===== config.mk =====
export PLATFORM = sky130hd
export DESIGN_NAME = link_serializer
export DESIGN_NICKNAME = d
export VERILOG_FILES = /design/src/rtl/link_pkg.sv /design/src/rtl/link_fifo.sv /design/src/rtl/link_serializer.sv
export SDC_FILE = /design/constraint.sdc
export NUM_CORES = 1
export LEC_CHECK = 0
export CAP_MARGIN = 20
export CORE_UTILIZATION = 40
export CTS_CLUSTER_DIAMETER = 30
export DETAILED_ROUTE_END_ITERATION = 12
export HOLD_SLACK_MARGIN = 0.1
export PLACE_DENSITY = 0.64
export SKIP_LAST_GASP = 1
export SYNTH_ARGS = -nofsm -noshare
export SYNTH_HDL_FRONTEND = slang
export SYNTH_SLANG_ARGS = --single-unit

===== constraint.sdc =====
create_clock -name clk -period 3.47 [get_ports clk]
set_clock_uncertainty 0.15 [all_clocks]
set_input_delay 0.8675 -clock clk [delete_from_list [all_inputs] [get_ports clk]]
set_output_delay 0.8675 -clock clk [all_outputs]
set_load 0.005 [all_outputs]

===== src/rtl/link_pkg.sv =====
// Shared types and defaults for the serial link output stage.
// Destination codes, FSM state encoding and default widths.
package link_pkg;

   localparam int DEF_DATA_W     = 32;
   localparam int DEF_GAP_CYCLES = 2;

   localparam logic [1:0] DEST_NONE  = 2'b00;
   localparam logic [1:0] DEST_SELF  = 2'b01;
   localparam logic [1:0] DEST_LEFT  = 2'b10;
   localparam logic [1:0] DEST_RIGHT = 2'b11;

   typedef enum logic [1:0] {
      IDLE,
      LOAD,
      SHIFT,
      GAP
   } linkState_t;

endpackage


===== src/rtl/link_fifo.sv =====
// Small synchronous FIFO holding {dest, word} entries for the link.
// DEPTH must be a power of two; pointers carry one extra wrap bit.
module link_fifo #(
   parameter int WIDTH = 34,
   parameter int DEPTH = 4
) (
   input  logic             clk,
   input  logic             rst_n,
   input  logic             push,
   input  logic [WIDTH-1:0] pushData,
   input  logic             pop,
   output logic [WIDTH-1:0] popData,
   output logic             full,
   output logic             empty
);

   localparam int AW = $clog2(DEPTH);
   localparam logic [AW:0] PTR_ONE = (AW+1)'(1);

   logic [WIDTH-1:0] mem [DEPTH];
   logic [AW:0]      wrPtr;
   logic [AW:0]      rdPtr;

   assign empty   = (wrPtr == rdPtr);
   assign full    = (wrPtr[AW] != rdPtr[AW]) &&
                    (wrPtr[AW-1:0] == rdPtr[AW-1:0]);
   assign popData = mem[rdPtr[AW-1:0]];

   always_ff @(posedge clk or negedge rst_n) begin
      if (!rst_n) begin
         wrPtr <= '0;
         rdPtr <= '0;
      end else begin
         if (push && !full) wrPtr <= wrPtr + PTR_ONE;
         if (pop && !empty) rdPtr <= rdPtr + PTR_ONE;
      end
   end

   always_ff @(posedge clk) begin
      if (push && !full) mem[wrPtr[AW-1:0]] <= pushData;
   end

endmodule


===== src/rtl/link_serializer.sv =====
// Buffers words and shifts them MSB-first onto a framed serial link.
// Define LINK_PARITY_EN to append an even-parity bit to each frame.
module link_serializer
   import link_pkg::*;
#(
   parameter int DATA_W     = DEF_DATA_W,
   parameter int FIFO_DEPTH = 4,
   parameter int CLK_DIV    = 2,
   parameter int GAP_CYCLES = DEF_GAP_CYCLES
) (
   input  logic              clk,
   input  logic              rst_n,
   input  logic [DATA_W-1:0] in_instr,
   input  logic [1:0]        enable,
   input  logic              in_valid,
   output logic              in_ready,
   output logic              sclk,
   output logic              mosi,
   output logic              check_self,
   output logic              check_left,
   output logic              check_right,
   output logic              busy,
   output logic              frame_done
);

`ifdef LINK_PARITY_EN
   localparam int NBITS = DATA_W + 1;
`else
   localparam int NBITS = DATA_W;
`endif
   localparam int SUB_W = $clog2(2 * CLK_DIV);
   localparam int BIT_W = $clog2(NBITS);
   localparam int GAP_W = $clog2(GAP_CYCLES + 1);

   localparam logic [SUB_W-1:0] SUB_HIGH = SUB_W'(CLK_DIV);
   localparam logic [SUB_W-1:0] SUB_LAST = SUB_W'(2 * CLK_DIV - 1);
   localparam logic [BIT_W-1:0] BIT_LAST = BIT_W'(NBITS - 1);
   localparam logic [GAP_W-1:0] GAP_LAST = GAP_W'(GAP_CYCLES - 1);

   linkState_t       state, stateNext;
   logic [NBITS-1:0] shReg, shNext, loadWord;
   logic [1:0]       dest, destNext;
   logic [SUB_W-1:0] subCnt, subNext;
   logic [BIT_W-1:0] bitCnt, bitNext;
   logic [GAP_W-1:0] gapCnt, gapNext;

   logic              fifoFull, fifoEmpty, pop, push, active;
   logic [DATA_W+1:0] headEntry;
   logic [DATA_W-1:0] headWord;
   logic [1:0]        headDest;

   assign in_ready = !fifoFull;
   // dest=NONE words are consumed from the port but never stored
   assign push     = in_valid && in_ready && (enable != DEST_NONE);
   assign headWord = headEntry[DATA_W-1:0];
   assign headDest = headEntry[DATA_W+1:DATA_W];

`ifdef LINK_PARITY_EN
   assign loadWord = {headWord, ^headWord};
`else
   assign loadWord = headWord;
`endif

   link_fifo #(
      .WIDTH(DATA_W + 2),
      .DEPTH(FIFO_DEPTH)
   ) uFifo (
      .clk     (clk),
      .rst_n   (rst_n),
      .push    (push),
      .pushData({enable, in_instr}),
      .pop     (pop),
      .popData (headEntry),
      .full    (fifoFull),
      .empty   (fifoEmpty)
   );

   always_ff @(posedge clk or negedge rst_n) begin
      if (!rst_n) begin
         state  <= IDLE;
         shReg  <= '0;
         dest   <= DEST_NONE;
         subCnt <= '0;
         bitCnt <= '0;
         gapCnt <= '0;
      end else begin
         state  <= stateNext;
         shReg  <= shNext;
         dest   <= destNext;
         subCnt <= subNext;
         bitCnt <= bitNext;
         gapCnt <= gapNext;
      end
   end

   always_comb begin
      stateNext  = state;
      shNext     = shReg;
      destNext   = dest;
      subNext    = subCnt;
      bitNext    = bitCnt;
      gapNext    = gapCnt;
      pop        = 1'b0;
      active     = 1'b0;
      sclk       = 1'b0;
      frame_done = 1'b0;
      unique case (state)
         IDLE: begin
            if (!fifoEmpty) begin
               pop       = 1'b1;
               shNext    = loadWord;
               destNext  = headDest;
               subNext   = '0;
               bitNext   = '0;
               stateNext = LOAD;
            end
         end
         LOAD: begin
            active    = 1'b1;
            stateNext = SHIFT;
         end
         SHIFT: begin
            active  = 1'b1;
            sclk    = (subCnt >= SUB_HIGH);
            subNext = subCnt + SUB_W'(1);
            // bit boundary coincides with the sclk falling edge
            if (subCnt == SUB_LAST) begin
               subNext = '0;
               shNext  = shReg << 1;
               bitNext = bitCnt + BIT_W'(1);
               if (bitCnt == BIT_LAST) begin
                  frame_done = 1'b1;
                  gapNext    = '0;
                  stateNext  = GAP;
               end
            end
         end
         GAP: begin
            gapNext = gapCnt + GAP_W'(1);
            if (gapCnt == GAP_LAST) stateNext = IDLE;
         end
         default: stateNext = IDLE;
      endcase
   end

   assign mosi        = active && shReg[NBITS-1];
   assign check_self  = active && (dest == DEST_SELF);
   assign check_left  = active && (dest == DEST_LEFT);
   assign check_right = active && (dest == DEST_RIGHT);
   assign busy        = (state != IDLE) || !fifoEmpty;

endmodule


==> results of run 1 <==
[per-layer routing]
| layer | wire length (µm) | GRT usage (%) | up-vias |
|---|---|---|---|
| met3 | 489 | 3.166 | 5 |
| met5 | 0 | 0 | - |
| met1 | 7159 | 20.69 | 2290 |
| li1 | - | - | 2118 |
| met2 | 8003 | 26.80 | 73 |
| met4 | 57 | 4.000 | 0 |
[final cells by class]
cell class                      instances  area (µm²)  share of cell area (%)
Multi-Input combinational cell        291        2534                   26.78
Tap cell                              270       337.8                   3.570
Clock buffer                           19       442.9                   4.681
Timing Repair Buffer                   63       603.1                   6.373
Sequential cell                       187        5361                   56.66
Clock inverter                         13       131.4                   1.388
Inverter                               14       52.55                  0.5553
[synth_stat cells, types with 6 or more instances]
| cell type | instances | share of area, % |
|---|---|---|
| clkbuf_1 | 15 | 0.68 |
| o31ai_2 | 18 | 2.7 |
| edfxtp_1 | 136 | 50 |
| mux2_2 | 55 | 7.5 |
| a21oi_1 | 10 | 0.61 |
| ha_1 | 14 | 2.1 |
| inv_1 | 14 | 0.64 |
| buf_2 | 6 | 0.37 |
| o22ai_1 | 31 | 2.4 |
| a211oi_1 | 12 | 1.1 |
| nand3_1 | 6 | 0.37 |
| nor2b_1 | 11 | 0.84 |
| dfrtp_1 | 51 | 16 |
| nor2_1 | 26 | 1.2 |
| o31ai_4 | 12 | 3.1 |
| nand2_1 | 10 | 0.46 |
| o21ai_0 | 36 | 2.2 |
[flip-flops by register name (all words and copies together) (netlist names)]
| register | flops |
|---|---|
| dest | 2 |
| subCnt | 2 |
| uFifo.wrPtr | 3 |
| uFifo.mem | 136 |
| shReg | 32 |
| uFifo.rdPtr | 3 |
| state | 2 |
| bitCnt | 5 |
| gapCnt | 2 |
[through the flow]
step | total power, mW | instances | worst slack (ns)
2_1_floorplan | 3.084 | 528 | 0.8329
3_3_place_gp | 3.304 | 825 | 0.6074
3_5_place_dp | 3.328 | 825 | 0.5121
4_1_cts | 5.206 | 857 | 0.3187
5_1_grt | 5.353 | 857 | 0.2035
6_report | 5.144 | 857 | 0.3390
[critical path, cell delays in order (launching register included)]
cell and delay [ns]:
dfrtp_1 0.41, ha_1 0.22, and3_1 0.16, ha_1 0.13, nand2_1 0.13, nor2_1 0.13
clkdlybuf4s50_1 0.50
[worst paths after layout]
kind | depth (start not counted) | startpoint | end | slack, ns
max | 6 | bitCnt[1] | frame_done | 0.34
min | 1 | rst_n | shReg[0] | 0.31
max reg2reg | 6 | uFifo.rdPtr[0] | shReg[2] | 0.74
min reg2reg | 2 | shReg[24] | shReg[24] | 0.39
max in group asynchronous | 2 | rst_n | uFifo.rdPtr[2] | 2.27
min in group clk | 2 | shReg[24] | shReg[24] | 0.39
[cells by family after synthesis]
kind of cell	Yosys count
xor+xnor	9
buf+inv	50
fa+ha+maj	14
flops	187
mux	60
compound gates	134
simple gates	74
[power groups by stage]
stage / clock, mW / sequential (mW) / combinational, mW
after floorplan: 0 / 2.79 / 0.289
final: 1.87 / 2.76 / 0.507
after CTS: 1.92 / 2.76 / 0.523
after global placement: 0 / 2.80 / 0.506
after detailed placement: 0 / 2.81 / 0.518
after global routing: 2.01 / 2.78 / 0.560
[layout by cell type, fill, tap and decap left out, types with 6 or more instances in the layout]
| cell | Yosys | routed |
|---|---|---|
| mux2_2 | 55 | 55 |
| a211oi_1 | 12 | 12 |
| nor2_1 | 26 | 26 |
| o31ai_4 | 12 | 12 |
| inv_1 | 14 | 14 |
| edfxtp_1 | 136 | 136 |
| dfrtp_1 | 51 | 50 |
| o31ai_2 | 18 | 18 |
| a21oi_1 | 10 | 10 |
| buf_4 | 1 | 17 |
| nand2_1 | 10 | 10 |
| nand3_1 | 6 | 6 |
| clkdlybuf4s50_1 | 0 | 43 |
| nor2b_1 | 11 | 11 |
| clkbuf_16 | 0 | 17 |
| o21ai_0 | 36 | 35 |
| ha_1 | 14 | 14 |
| o22ai_1 | 31 | 31 |
==> results_dict.tcl, run 1 <==
set metrics [dict create \
    fin_setup_tns_ns 0 \
    startpoint_type "register" \
    setup_viol 0 \
    htree_num_levels 4 \
    cts_setup_buffers 0 \
    syn-cell-area_um2 8220 \
    drive_gt1_share_pct 25.72 \
    ys_types 53 \
    cts-root-buf "clkbuf_16" \
    finalHoldViolCount 0 \
    max_cap_violations 0 \
    synth_warnings 0 \
    avgRoutedWirePerCell_um 18.33 \
    worstSetupEndpointType "primary output" \
    syn_nets 579 \
    numCtsBuffers 17 \
    dieArea_um2 21130 \
    design_area_um2 9463 \
    gr-total-overflow 0 \
    routed_wl_um 15710 \
    hold_ws_ns 0.3145 \
    fin_nets 625 \
    path_class "reg -> out" \
    synth_edf_count 136 \
    swShare_pct 24.04 \
    post-route-period-util_pct 90.23 \
    first_iter_violations 323 \
    p_clk_share_pct 36.4 \
    die_w_um 145.4 \
    fill_cells 1768 \
    status "finished, final reports clean" \
    slew_violations 0 \
    synth_compound_area_share_pct 13.61 \
    num_antenna_cells 0 \
    rows 52 \
    cellInternalPower_mw 3.907 \
    synthMuxAreaShare_pct 8.661 \
    yosys.area_share.simple_pct 4.871 \
    cts_tree "built" \
    critical_path_required_ns 2.45 \
    dieHeight_um 145.4 \
    avgViaCountPerCell 5.235 \
    port_buffers 44 \
    worstPathMaxFanout 5 \
    seq_power_share_pct 53.7 \
    dp_hpwl_um 9388 \
    synth-xor-area-share_pct 1.507 \
    synth_cells 528 \
    path_clk_slew_ns 0.07 \
    hp-class "in -> async" \
    leakage_nw 3.310 \
    start_util_pct 40.76 \
    grt_pass1_wl_um 25940 \
    synth_top_family_by_area "compound AO/OA/AOI/OAI gates" \
    async_flop_share_pct 27.27 \
    areaGrowthSynthToFinish_pct 15.11 \
    fmax_mhz 319.4 \
    yosys.area_share.adder_pct 2.131 \
    syn_area_per_cell_um2 15.57 \
    clk_path_buf_depth 2 \
    grt_max_degree 80 \
    fin_util_pct 46.92 \
    p_switching_mw 1.237 \
    postCtsHoldBufs 0 \
    dpl_cell_area_um2 8889 \
    coreArea_um2 20170 \
    drtPass1Iterations 4 \
    ys_ff_latch 187 \
    gp_congestion 0.7452 \
    cts-resized-gates 0 \
    ant_nets 0 \
    grt.total_usage_pct 15.76 \
    routed-via-count 4486 \
    ys_seq_area_share_pct 65.21 \
    clock-sinks 187 \
    drc 0 \
    power_density_nw_per_um2 543.6 \
    worst_pin_slew_ns 0.9919 \
    arrival_ns 2.11 \
    p_comb_share_pct 9.9 \
    grt_pass1_vias 4810 \
    synthFlopType "edfxtp_1" \
    clock_latency_ns 0.42 \
    slew-limit-headroom_pct 33.87 \
    ir_drop_uv 380.6 \
    rsz0062_at_grt "false" \
    antenna_found_initial 0 \
    num_io_pins 45 \
    final.min_clock_period_ns 3.131 \
]
(Power assumes the default switching activity.)
==> run 2, diff against run 1 <==
--- a/config.mk
+++ b/config.mk
@@ -10,2 +10,3 @@
 export CTS_CLUSTER_DIAMETER = 30
+export CTS_CLUSTER_SIZE = 25
 export DETAILED_ROUTE_END_ITERATION = 12
@@ -16,2 +17,3 @@
 export SYNTH_HDL_FRONTEND = slang
+export SYNTH_HIERARCHICAL = 1
 export SYNTH_SLANG_ARGS = --single-unit
--- a/constraint.sdc
+++ b/constraint.sdc
@@ -4,2 +4,2 @@
 set_output_delay 0.8675 -clock clk [all_outputs]
-set_load 0.005 [all_outputs]
+set_load 0.02 [all_outputs]
==> results_dict.tcl, run 2 <==
set metrics [dict create \
    grt.total_usage_pct 15.24 \
    rows 51 \
    synthTopCellsByArea "edfxtp_1 51%, dfrtp_1 16%, mux4_2 9.6%, mux2_4 5.5%, mux2_2 5.1%" \
    p_total_mw 8.552 \
    ir_drop_uv 358.0 \
    path_clk_slew_ns 0.06 \
    synthFlopType "edfxtp_1" \
    status "finished, final reports clean" \
    grt_max_degree 46 \
    p_comb_share_pct 37.3 \
    htree_num_levels 4 \
    syn_nets 472 \
    final_common_cell "edfxtp_1" \
    fin_nets 533 \
    p_clk_share_pct 24.1 \
    worst_pin_slew_ns 0.7449 \
    cts-root-buf "clkbuf_16" \
    power_density_nw_per_um2 910.2 \
    dp_cells 728 \
    post-route-period-util_pct 96.02 \
    swShare_pct 29.68 \
    ant_nets 0 \
    synthTopCellsByCount "136 x edfxtp_1, 51 x dfrtp_1, 36 x mux2_2" \
    num_io_pins 45 \
    dpl_cell_area_um2 8731 \
    slew-limit-headroom_pct 50.34 \
    cts_tree "built" \
    numCtsBuffers 17 \
    max_cap_violations 0 \
    fill_cells 1601 \
    yosysTopAreaCellShare_pct 51.38 \
    synth_warnings 6 \
    dieHeight_um 143.0 \
    leakage_nw 3.362 \
    path_class "reg -> out" \
    postCtsHoldBufs 0 \
    yosysTopAreaCell "edfxtp_1" \
    fmax_mhz 300.1 \
    multi_input_area_um2 2444 \
    max_stage_delay_ns 0.62 \
    clock-sinks 187 \
    first_iter_violations 247 \
    start_util_pct 40.84 \
    hold_ws_ns 0.2687 \
    design_area_um2 9397 \
    worstPathMaxFanout 6 \
    antenna_found_initial 0 \
    drive_gt1_share_pct 32.53 \
    syn-cell-area_um2 7949 \
    port_buffers 44 \
    avgRoutedWirePerCell_um 18.21 \
    largest_reg_flops 136 \
    slew_violations 0 \
    ys_seq_area_share_pct 67.43 \
    coreArea_um2 19460 \
    finalHoldViolCount 0 \
    setup_viol 0 \
    dp_hpwl_um 8404 \
    cellInternalPower_mw 6.014 \
    regArea_um2 5361 \
    p_switching_mw 2.538 \
    final_cell_mix "136 x edfxtp_1, 50 x dfrtp_1, 43 x clkdlybuf4s50_1" \
    die_w_um 143.0 \
    final.min_clock_period_ns 3.332 \
    dieArea_um2 20440 \
    routed_wl_um 13840 \
    grt_pass1_vias 4246 \
    layout.cells.non_filler 760 \
    clock_latency_ns 0.42 \
    drc 0 \
    worstSetupEndpointType "primary output" \
    drtPass1Iterations 4 \
    async_flop_share_pct 27.27 \
    arrival_ns 2.31 \
    slowest_stage "clkdlybuf4s50_1" \
    critical_path_required_ns 2.45 \
    hp-class "in -> async" \
    synth_edf_count 136 \
    gr-total-overflow 0 \
    clk_path_buf_depth 2 \
    cts_setup_buffers 0 \
    ys_types 43 \
    seq_power_share_pct 38.6 \
    synth_cells 421 \
    syn_area_per_cell_um2 18.88 \
    rsz0062_at_grt "false" \
    grt_pass1_wl_um 22860 \
    startpoint_type "register" \
    synth_most_common_cell "edfxtp_1" \
    ys_ff_latch 187 \
    routed-via-count 3848 \
    gp_congestion 0.7826 \
    path_cells "xor2_2 > nor3_1 > and2_1 > inv_1 > clkdlybuf4s50_1" \
    fin_setup_tns_ns 0 \
    areaGrowthSynthToFinish_pct 18.21 \
    num_antenna_cells 0 \
    cts-resized-gates 0 \
    avgViaCountPerCell 5.063 \
]
==> run 2: cell count changes after synthesis, sizes merged, moves of 9 or more <==
cell,before,now
o31ai,31,6
mux4,3,34
o22ai,31,0
o21ai,36,8
a211oi,12,2
nor2b,11,2
mux2,56,65
clkbuf,22,0
nor2,26,7
==> run 2: area by class of cell <==
cell class | instances | area share [%]
inverters | 14 | 0.5593
clock buffers | 22 | 5.153
repair buffers | 59 | 5.965
well taps | 265 | 3.529
clock inverters | 10 | 1.731
flip-flops and latches | 187 | 57.06
multi-input cells | 203 | 26.01
==> run 2: layer usage <==
metal  part of all wire, %  up-vias  wire, µm  track usage, %
met1                    44     1991      6143           19.26
met4                   2.1        0       289           6.678
met3                   3.3       23       454           3.756
li1                      -     1764         -               -
met5                     0        -         0               0
met2                    50       70      6954           24.93
==> run 2: worst max-delay path: cells and delay by family (launching register included) <==
family | cells | cell delay [ns]
AND/OR/NAND/NOR | 2 | 0.31
XOR/XNOR | 1 | 0.33
buffers and inverters | 2 | 0.76
flip-flops | 1 | 0.49
==> run 2: worst paths after layout <==
check / start / end / slack [ns] / cells past startpoint
worst max-delay path: uFifo/wrPtr[0] / busy / 0.14 / 5
worst min-delay path: rst_n / bitCnt[1] / 0.27 / 1
worst max register to register: uFifo/wrPtr[0] / shReg[26] / 0.89 / 7
worst min register to register: shReg[26] / shReg[26] / 0.35 / 1
max in group asynchronous: rst_n / shReg[16] / 2.08 / 2
min in group clk: shReg[26] / shReg[26] / 0.35 / 1
==> run 2: power groups by stage <==
| stage | logic [mW] | registers, mW | clock network [mW] |
|---|---|---|---|
| after floorplan | 2.57 | 3.25 | 0 |
| after global placement | 3.14 | 3.30 | 0 |
| after detailed placement | 3.22 | 3.34 | 0 |
| after CTS | 3.24 | 3.30 | 2.11 |
| after global routing | 3.46 | 3.37 | 2.19 |
| final | 3.19 | 3.30 | 2.06 |
==> run 2: kinds of logic (layout without fill, tap and decap cells) <==
kind of cell,Yosys count,in the layout,share of synthesized area (%)
multiplexers,101,101,20.51
buffers and inverters,31,105,2.204
AND/OR/NAND/NOR,44,44,3.180
XOR/XNOR,10,10,1.291
AO/OA/AOI/OAI,34,34,3.180
adder cells (fa/ha/maj),14,14,2.204
flip-flops,187,187,67.43
==> run 2: through the flow <==
| step | utilization, % | setup slack (ns) |
|---|---|---|
| after floorplan | - | 0.4203 |
| after global placement | 44.86 | 0.5752 |
| after detailed placement | 44.86 | 0.5346 |
| after CTS | 48.18 | 0.06582 |
| after global routing | 48.28 | 0.005840 |
| final | 48.28 | 0.1381 |
==> run 3, diff against run 2 <==
HOLD_SLACK_MARGIN = 0.12   (was 0.1)
clock period = 3.6 ns   (was 3.47 ns; I/O delays follow)
==> results_dict.tcl, run 3 (synthesis gave the netlist of run 2 again) <==
set metrics [dict create \
    status "finished, final reports clean" \
    final_cell_mix "136 x edfxtp_1, 50 x dfrtp_1, 43 x clkdlybuf4s50_1" \
    largest_reg_flops 136 \
    dp_cells 731 \
    gp_congestion 0.7708 \
    drtPass1Iterations 4 \
    numCtsBuffers 17 \
    grt.total_usage_pct 14.93 \
    drc 0 \
    gr-total-overflow 0 \
    worstSetupEndpointType "primary output" \
    hp-class "in -> async" \
    clock_latency_ns 0.43 \
    cellInternalPower_mw 5.549 \
    slowest_stage "dfrtp_4" \
    final.min_clock_period_ns 3.459 \
    max_cap_violations 0 \
    start_util_pct 40.84 \
    fill_cells 1635 \
    dp_hpwl_um 8678 \
    dp_slack_ns 0.5337 \
    grt_max_degree 47 \
    r2r.worst_path.cells 7 \
    setup_slack_ns 0.1408 \
    avgViaCountPerCell 5.054 \
    ir_drop_uv 387.9 \
    fin_util_pct 48.10 \
    num_io_pins 45 \
    antenna_found_initial 0 \
    finalHoldViolCount 0 \
    path_clk_slew_ns 0.07 \
    areaGrowthSynthToFinish_pct 17.77 \
    postCtsHoldBufs 0 \
    path_class "reg -> out" \
    ant_nets 0 \
    grt_pass1_wl_um 22380 \
    coreArea_um2 19460 \
    rows 51 \
    hold_ws_ns 0.2909 \
    slew_violations 0 \
    htree_num_levels 4 \
    max_stage_delay_ns 0.59 \
    worst_pin_slew_ns 0.6139 \
    clk_path_buf_depth 2 \
    seq_power_share_pct 39.6 \
    arrival_ns 2.41 \
    routed-via-count 3861 \
    grt_pass1_vias 4135 \
    final_common_cell "edfxtp_1" \
    drive_gt1_share_pct 33.13 \
    fmax_mhz 289.1 \
    setup_viol 0 \
    swShare_pct 31.45 \
    avgRoutedWirePerCell_um 17.94 \
    leakage_nw 3.349 \
    startpoint_type "register" \
    first_iter_violations 239 \
    slew-limit-headroom_pct 59.07 \
    clock-sinks 187 \
    worstPathMaxFanout 10 \
    dieHeight_um 143.0 \
    power_density_nw_per_um2 864.7 \
    critical_path_required_ns 2.55 \
    fin_setup_tns_ns 0 \
    p_switching_mw 2.546 \
    cts_tree "built" \
    routed_wl_um 13710 \
    die_w_um 143.0 \
    post-route-period-util_pct 96.09 \
    dieArea_um2 20440 \
    layout.cells.non_filler 764 \
    cts-root-buf "clkbuf_16" \
    port_buffers 44 \
    path_cells "xor2_4 > nor3_1 > and2_1 > inv_1 > clkdlybuf4s50_1" \
    p_clk_share_pct 22.9 \
    p_comb_share_pct 37.4 \
    fin_nets 536 \
]
-- run 3: cell types whose count changed in the layout (fill, tap and decap cells not counted), moves of 3 or more --
cell       delta
bufinv_16     -3
clkinv_8      +3
inv_8         +4
clkbuf_8      -4
buf_4         +4
-- run 3: power by group through the flow --
stage / Combinational [mW] / Clock [mW] / Sequential, mW
final: 3.03 / 1.86 / 3.21
after global placement: 3.00 / 0 / 3.21
after detailed placement: 3.06 / 0 / 3.24
after global routing: 3.28 / 1.99 / 3.27
after floorplan: 2.48 / 0 / 3.13
after CTS: 3.07 / 1.90 / 3.20
-- run 3: layout make-up --
type | instances | area [µm²] | area share, %
Clock inverter | 15 | 178.9 | 1.911
Sequential cell | 187 | 5364 | 57.30
Clock buffer | 17 | 425.4 | 4.544
Antenna cell | 1 | 2.502 | 0.02673
Timing Repair Buffer | 62 | 570.5 | 6.095
Tap cell | 265 | 331.6 | 3.542
Multi-Input combinational cell | 203 | 2436 | 26.02
Inverter | 14 | 52.55 | 0.5613
-- run 3: critical path, delay by kind of cell (launching register included) --
family                    cells  cell delay, ns
buffers and inverters         2            0.63
DFF                           1            0.59
xor gates and xnor gates      1            0.25
and+or+nand+nor               2            0.50
-- run 3: worst paths after layout --
check	endpoint	from	slack (ns)
max	busy	uFifo/rdPtr[0]	0.14
min	shReg[31]	rst_n	0.29
max reg2reg	shReg[26]	state[0]	0.84
min reg2reg	shReg[3]	shReg[3]	0.36
max in group asynchronous	uFifo/rdPtr[0]	rst_n	2.32
min in group clk	shReg[3]	shReg[3]	0.36
-- run 3: through the flow --
| step | total power, mW | area, µm² |
|---|---|---|
| 6_report | 8.095 | 9361 |
| 5_1_grt | 8.544 | 9359 |
| 3_5_place_dp | 6.302 | 8741 |
| 3_3_place_gp | 6.209 | 8741 |
| 2_1_floorplan | 5.610 | 7949 |
| 4_1_cts | 8.172 | 9345 |
-- run 3: repair_timing --
item | 4_1_cts | 5_1_grt
endpoints found under the setup margin | 0 | 1
setup buffers | 0 | 0
gates resized for setup | 0 | 2
-- run 3: per-layer routing --
layer | global-route usage (%) | vias to the layer above | part of all wire [%]
met5 | 0 | - | 0
met3 | 3.655 | 13 | 3.4
met4 | 4.980 | 0 | 1.4
met2 | 24.13 | 58 | 49
met1 | 19.75 | 2016 | 46
li1 | - | 1774 | -
